===== src/rtl/wb_stage_seq.sv =====
// Write-back stage: selects ALU, formatted load or link result for the register file,
// waits (bounded) for late cache data, reports misaligned/timed-out loads, latches halt.
module wb_stage_seq #(
    parameter  int XLEN        = 32,
    parameter  int LINK_OFFSET = 4,
    parameter  int MEM_TIMEOUT = 16,
    localparam int NB          = XLEN / 8,
    localparam int KW          = $clog2(NB)
) (
    input  logic            clk,
    input  logic            rst_n,
    input  logic            in_valid,
    output logic            in_ready,
    input  logic [1:0]      register_src,
    input  logic [1:0]      load_size,
    input  logic            load_unsigned,
    input  logic [KW-1:0]   byte_number,
    input  logic            reg_write_in,
    input  logic [4:0]      rd_num_in,
    input  logic [XLEN-1:0] inst_addr,
    input  logic [XLEN-1:0] ALU_result,
    input  logic [XLEN-1:0] cache_data_out,
    input  logic            cache_valid,
    input  logic            halted_controller,
    output logic            rf_we,
    output logic [4:0]      rd_num_out,
    output logic [XLEN-1:0] rd_data,
    output logic            last_stage_halted,
    output logic            misalign_err,
    output logic            timeout_err
);

    localparam int CW = (MEM_TIMEOUT > 1) ? $clog2(MEM_TIMEOUT) : 1;
    localparam logic [CW-1:0] CNT_LAST = CW'(MEM_TIMEOUT - 1);

    typedef enum logic [1:0] {
        IDLE     = 2'b00,
        WAIT_MEM = 2'b01,
        HALTED   = 2'b10
    } state_t;

    state_t            state_q, state_d;
    logic [CW-1:0]     cnt_q, cnt_d;
    logic              rf_we_q, rf_we_d;
    logic [4:0]        rd_num_q, rd_num_d;
    logic [XLEN-1:0]   rd_data_q, rd_data_d;
    logic              halted_q, halted_d;
    logic              mis_q, mis_d;
    logic              to_q, to_d;

    // Load request held across WAIT_MEM
    logic [1:0]        req_size_q;
    logic              req_uns_q;
    logic [KW-1:0]     req_k_q;
    logic              req_we_q;
    logic [4:0]        req_rd_q;
    logic              req_halt_q;

    logic              latch_req;
    logic              done;
    logic              halt_src;

    function automatic int unsigned access_bytes(input logic [1:0] size);
        case (size)
            2'b00:   return 1;
            2'b01:   return 2;
            2'b10:   return 4;
            default: return (XLEN == 64) ? 8 : 4;
        endcase
    endfunction

    function automatic logic is_misaligned(input logic [1:0] size, input logic [KW-1:0] k);
        return (32'(k) & (access_bytes(size) - 1)) != 0;
    endfunction

    // Shifting left by 8*k puts the lane for offset k at the top, so every size reads MSB-first.
    function automatic logic [XLEN-1:0] format_load(
        input logic [XLEN-1:0] data,
        input logic [1:0]      size,
        input logic            uns,
        input logic [KW-1:0]   k
    );
        logic [XLEN-1:0]    sh;
        logic signed [7:0]  b;
        logic signed [15:0] h;
        logic signed [31:0] w;
        sh = data << {k, 3'b000};
        b  = sh[XLEN-1 -: 8];
        h  = sh[XLEN-1 -: 16];
        w  = sh[XLEN-1 -: 32];
        case (size)
            2'b00:   return uns ? XLEN'(unsigned'(b)) : XLEN'(b);
            2'b01:   return uns ? XLEN'(unsigned'(h)) : XLEN'(h);
            2'b10:   return uns ? XLEN'(unsigned'(w)) : XLEN'(w);
            default: return sh;
        endcase
    endfunction

    assign in_ready = (state_q == IDLE);

    always_comb begin
        state_d   = state_q;
        cnt_d     = cnt_q;
        rf_we_d   = 1'b0;
        rd_num_d  = rd_num_q;
        rd_data_d = rd_data_q;
        halted_d  = halted_q;
        mis_d     = 1'b0;
        to_d      = 1'b0;
        latch_req = 1'b0;
        done      = 1'b0;
        halt_src  = 1'b0;

        case (state_q)
            IDLE: begin
                if (in_valid) begin
                    done     = 1'b1;
                    halt_src = halted_controller;
                    if (register_src == 2'b01) begin
                        if (is_misaligned(load_size, byte_number)) begin
                            mis_d = 1'b1;
                        end else if (cache_valid) begin
                            rd_data_d = format_load(cache_data_out, load_size, load_unsigned, byte_number);
                            rd_num_d  = rd_num_in;
                            rf_we_d   = reg_write_in && (rd_num_in != 5'd0);
                        end else begin
                            state_d   = WAIT_MEM;
                            cnt_d     = '0;
                            latch_req = 1'b1;
                            done      = 1'b0;
                        end
                    end else begin
                        rd_num_d  = rd_num_in;
                        rd_data_d = (register_src == 2'b10) ? inst_addr + XLEN'(LINK_OFFSET) : ALU_result;
                        rf_we_d   = reg_write_in && (rd_num_in != 5'd0);
                    end
                end
            end
            WAIT_MEM: begin
                halt_src = req_halt_q;
                // Data arriving on the last allowed cycle still wins over the timeout
                if (cache_valid) begin
                    rd_data_d = format_load(cache_data_out, req_size_q, req_uns_q, req_k_q);
                    rd_num_d  = req_rd_q;
                    rf_we_d   = req_we_q && (req_rd_q != 5'd0);
                    done      = 1'b1;
                    state_d   = IDLE;
                end else if (cnt_q == CNT_LAST) begin
                    to_d    = 1'b1;
                    done    = 1'b1;
                    state_d = IDLE;
                end else begin
                    cnt_d = cnt_q + 1'b1;
                end
            end
            HALTED: begin
                state_d = HALTED;
            end
            default: begin
                state_d = IDLE;
            end
        endcase

        if (done && halt_src) begin
            halted_d = 1'b1;
            state_d  = HALTED;
        end
    end

    always_ff @(posedge clk or negedge rst_n) begin
        if (!rst_n) begin
            state_q   <= IDLE;
            cnt_q     <= '0;
            rf_we_q   <= 1'b0;
            rd_num_q  <= '0;
            rd_data_q <= '0;
            halted_q  <= 1'b0;
            mis_q     <= 1'b0;
            to_q      <= 1'b0;
        end else begin
            state_q   <= state_d;
            cnt_q     <= cnt_d;
            rf_we_q   <= rf_we_d;
            rd_num_q  <= rd_num_d;
            rd_data_q <= rd_data_d;
            halted_q  <= halted_d;
            mis_q     <= mis_d;
            to_q      <= to_d;
        end
    end

    always_ff @(posedge clk) begin
        if (latch_req) begin
            req_size_q <= load_size;
            req_uns_q  <= load_unsigned;
            req_k_q    <= byte_number;
            req_we_q   <= reg_write_in;
            req_rd_q   <= rd_num_in;
            req_halt_q <= halted_controller;
        end
    end

    assign rf_we             = rf_we_q;
    assign rd_num_out        = rd_num_q;
    assign rd_data           = rd_data_q;
    assign last_stage_halted = halted_q;
    assign misalign_err      = mis_q;
    assign timeout_err       = to_q;

endmodule

===== config.mk =====
export PLATFORM = sky130hd
export DESIGN_NAME = wb_stage_seq
export DESIGN_NICKNAME = d
export VERILOG_FILES = /design/src/rtl/wb_stage_seq.sv
export SDC_FILE = /design/constraint.sdc
export NUM_CORES = 1
export LEC_CHECK = 0
export ABC_AREA = 0
export BUFFER_PORTS_ARGS = -buffer_cell sky130_fd_sc_hd__buf_2
export CAP_MARGIN = 20
export CORE_ASPECT_RATIO = 0.9
export CORE_UTILIZATION = 59
export CTS_BUF_LIST = sky130_fd_sc_hd__clkbuf_2 sky130_fd_sc_hd__clkbuf_4 sky130_fd_sc_hd__clkbuf_8
export CTS_CLUSTER_SIZE = 12
export DETAILED_ROUTE_END_ITERATION = 16
export PLACE_DENSITY = 0.85
export REMOVE_ABC_BUFFERS = 1
export SYNTH_ARGS = -nofsm -noshare
export SYNTH_HDL_FRONTEND = slang
export SYNTH_SLANG_ARGS = --single-unit

===== constraint.sdc =====
create_clock -name clk -period 6.62 [get_ports clk]
set_clock_uncertainty 0.2 [all_clocks]
set_input_delay 1.324 -clock clk [delete_from_list [all_inputs] [get_ports clk]]
set_output_delay 1.324 -clock clk [all_outputs]
set_load 0.01 [all_outputs]

==> qor.yml <==
clock_network:
  numCtsBuffers: 9
  cts_tree: "done"
  cts_setup_buffers: 0
  cts_root_buf: "clkbuf_8"
  clock_path_buffers: 2
  clock-sinks: 59
  insertion_delay_ps: 350
  postCtsHoldBufs: 0
  cts_resized: 0
  htreeDepth: 3
  clk_pin_slew_ps: 80
layout:
  fillers: 792
  layout_commonest_cell: "buf_2"
  final_util_pct: 71.1
  final_area_mm2: 0.00646
  finalNonFillerCells: 923
  diodes: 0
  drive_gt1_share_pct: 27.8
  area_delta_synth_final_pct: 17.0
  nNetsFinal: 913
  layout_common_cells: "155 x buf_2, 75 x a21oi_1, 69 x nand2_1"
route:
  drt-pass1-iter-count: 5
  avgRoutedWirePerCell_um: 22.8
  vias_per_cell: 6.88
  route.detailed.drc: 0
  num_vias: 6347
  drt-initial-drc-count: 730
  drt_wl_total_um: 21000
  final_antenna_net_count: 0
die:
  start_util_pct: 60.8
  ios: 156
  fp.dieH_um: 93.8
  die_area_mm2: 0.00975
  die_w_um: 104
  core.rowCount: 33
  core-area_mm2: 0.00908
sta:
  fmax_mhz: 257
  holdWs_ps: 266
  hold_viol_final: 0
  drv_slew: 0
  rsz0062_at_grt: "no"
  setup-violations-final: 0
  post-route-min-period_ps: 3890
  setup_ws_ps: 2730
  worst_pin_slew_ps: 1110
  post-route-period-util_pct: 58.8
  relSlewSlack_pct: 26.0
  fin_tns_setup_ps: 0
hold_path:
  whs_path_depth: 1
  min_from: "last_stage_halted"
  hold_class: "register to register"
worst_setup_path:
  cp.arrival_ps: 3990
  startpoint_type: "input pin"
  cp-end-kind: "register"
  cp_slowest_cell: "a21oi_2"
  crit_cells: 10
  ff2ff_path_depth: 6
  cp_slowest_stage_delay_ps: 710
  cp_max_fo: 17
  cp.required_ps: 6720
  cp_cell_sequence: "buf_2 -> or2_1 -> ha_1 -> nand2b_1 -> nand4_1 -> a21oi_2 -> buf_8 -> o221ai_2 -> a2111oi_2 -> a211o_1"
  crit_start: "load_size[0]"
  timing.critical_path.buf_inv: 2
  critPathTopFamily: "compound AO/OA/AOI/OAI gates"
  crit_type: "input pin to register"
  regToRegStartpoint: "req_k_q[1]"
synthesis:
  synth_top_family_by_area: "compound AO/OA/AOI/OAI gates"
  synth-adder-area-share_pct: 1.04
  yosys_warnings: 0
  synthDistinctLibCells: 80
  syn_avg_cell_area_um2: 8.29
  yosys.area_share.xor_xnor_pct: 4.44
  synth-seq-cells: 59
  yosys.area_share.simple_pct: 20.7
  synth.yosys.seq_area_share_pct: 27.8
  syn_area_mm2: 0.00552
  ys_async_sr_fraction_pct: 79.7
  synth-main-ff-cell: "dfrtp_1"
  synth_edf_count: 12
  syn_inst: 666
  synth_compound_area_share_pct: 28.8
  synthMuxAreaShare_pct: 12.0
power_and_ir_drop:
  ir_drop_v: 0.000153
  leakagePower_nw: 2.73
  power.density_mw_per_mm2: 229
  finalPower_mw: 1.48
grt:
  grt.total_usage_pct: 42.7
  grt_pass1_wl_um: 31700
  grt_pass1_vias: 5764
  overflow: 0
  antenna_found_initial: 0
  grt_max_degree: 48
place:
  placed_cells: 906
  gp_congestion: 1.02
  placed_area_mm2: 0.00627
  dp_hpwl_um: 15700
  pre_cts_ws_ps: 2430
  io_buffers: 155
job:
  cap_violations: 0
run_status:
  status: "complete, no violations"
[layout make-up]
class                           count  area (um^2)  share of cell area (%)
Clock buffer                        9          124                    1.92
Clock inverter                      7         58.8                   0.910
Inverter                           11         41.3                   0.639
Multi-Input combinational cell    551         3700                    57.2
Sequential cell                    59         1540                    23.8
Tap cell                          122          153                    2.36
Timing Repair Buffer              164          851                    13.2
[per-layer routing]
| metal | vias to the layer above | global-route usage (%) | routed length (um) |
|---|---|---|---|
| li1 | 2794 | - | - |
| met1 | 2989 | 56.2 | 8240 |
| met2 | 492 | 67.3 | 9320 |
| met3 | 72 | 12.3 | 2780 |
| met4 | 0 | 14.5 | 706 |
| met5 | - | 0 | 0 |
[registers in the layout, summed over array words and instances (netlist names)]
register / cells
rd_num_out: 5
rf_we: 1
req_we_q: 1
req_halt_q: 1
req_rd_q: 5
timeout_err: 1
rd_data: 32
req_size_q: 2
state_q: 2
req_uns_q: 1
misalign_err: 1
req_k_q: 2
cnt_q: 4
last_stage_halted: 1
[cell families (layout without fill, tap and decap cells)]
family	after synthesis	in the layout
DFF	59	59
muxes	61	61
buffers and inverters	56	191
adders and majority gates	5	5
AOI/OAI and AO/OA	233	233
xor gates and xnor gates	28	28
and+or+nand+nor	224	224
[synthesized netlist by cell type (all sizes together) (13+ instances only)]
master | n | area (um^2)
mux2i | 48 | 480
dfrtp | 47 | 1180
a221oi | 16 | 153
nor2b | 13 | 81.3
nand2 | 69 | 259
o21ai | 35 | 179
xor2 | 13 | 114
a21oi | 78 | 402
buf | 25 | 166
xnor2 | 15 | 131
nand3 | 15 | 75.1
nor2 | 66 | 253
clkbuf | 20 | 78.8
o221ai | 13 | 120
[final timing paths]
kind / endpoint / slack, ps
worst max-delay path: rd_data[29] / 2730
worst min register to register: last_stage_halted / 270
worst min-delay path: last_stage_halted / 270
worst max register to register: rd_data[14] / 3460
min in group asynchronous: rd_data[13] / 870
max in group asynchronous: rd_data[11] / 4910
[power by group]
group | switching (mW) | internal [mW] | leakage (nW) | total (mW)
Combinational | 0.344 | 0.249 | 1.98 | 0.593
Sequential | 0.0798 | 0.482 | 0.664 | 0.562
Clock | 0.183 | 0.141 | 0.0868 | 0.324
Total | 0.607 | 0.872 | 2.73 | 1.48
Note: power is estimated with default switching activity, not from simulation.
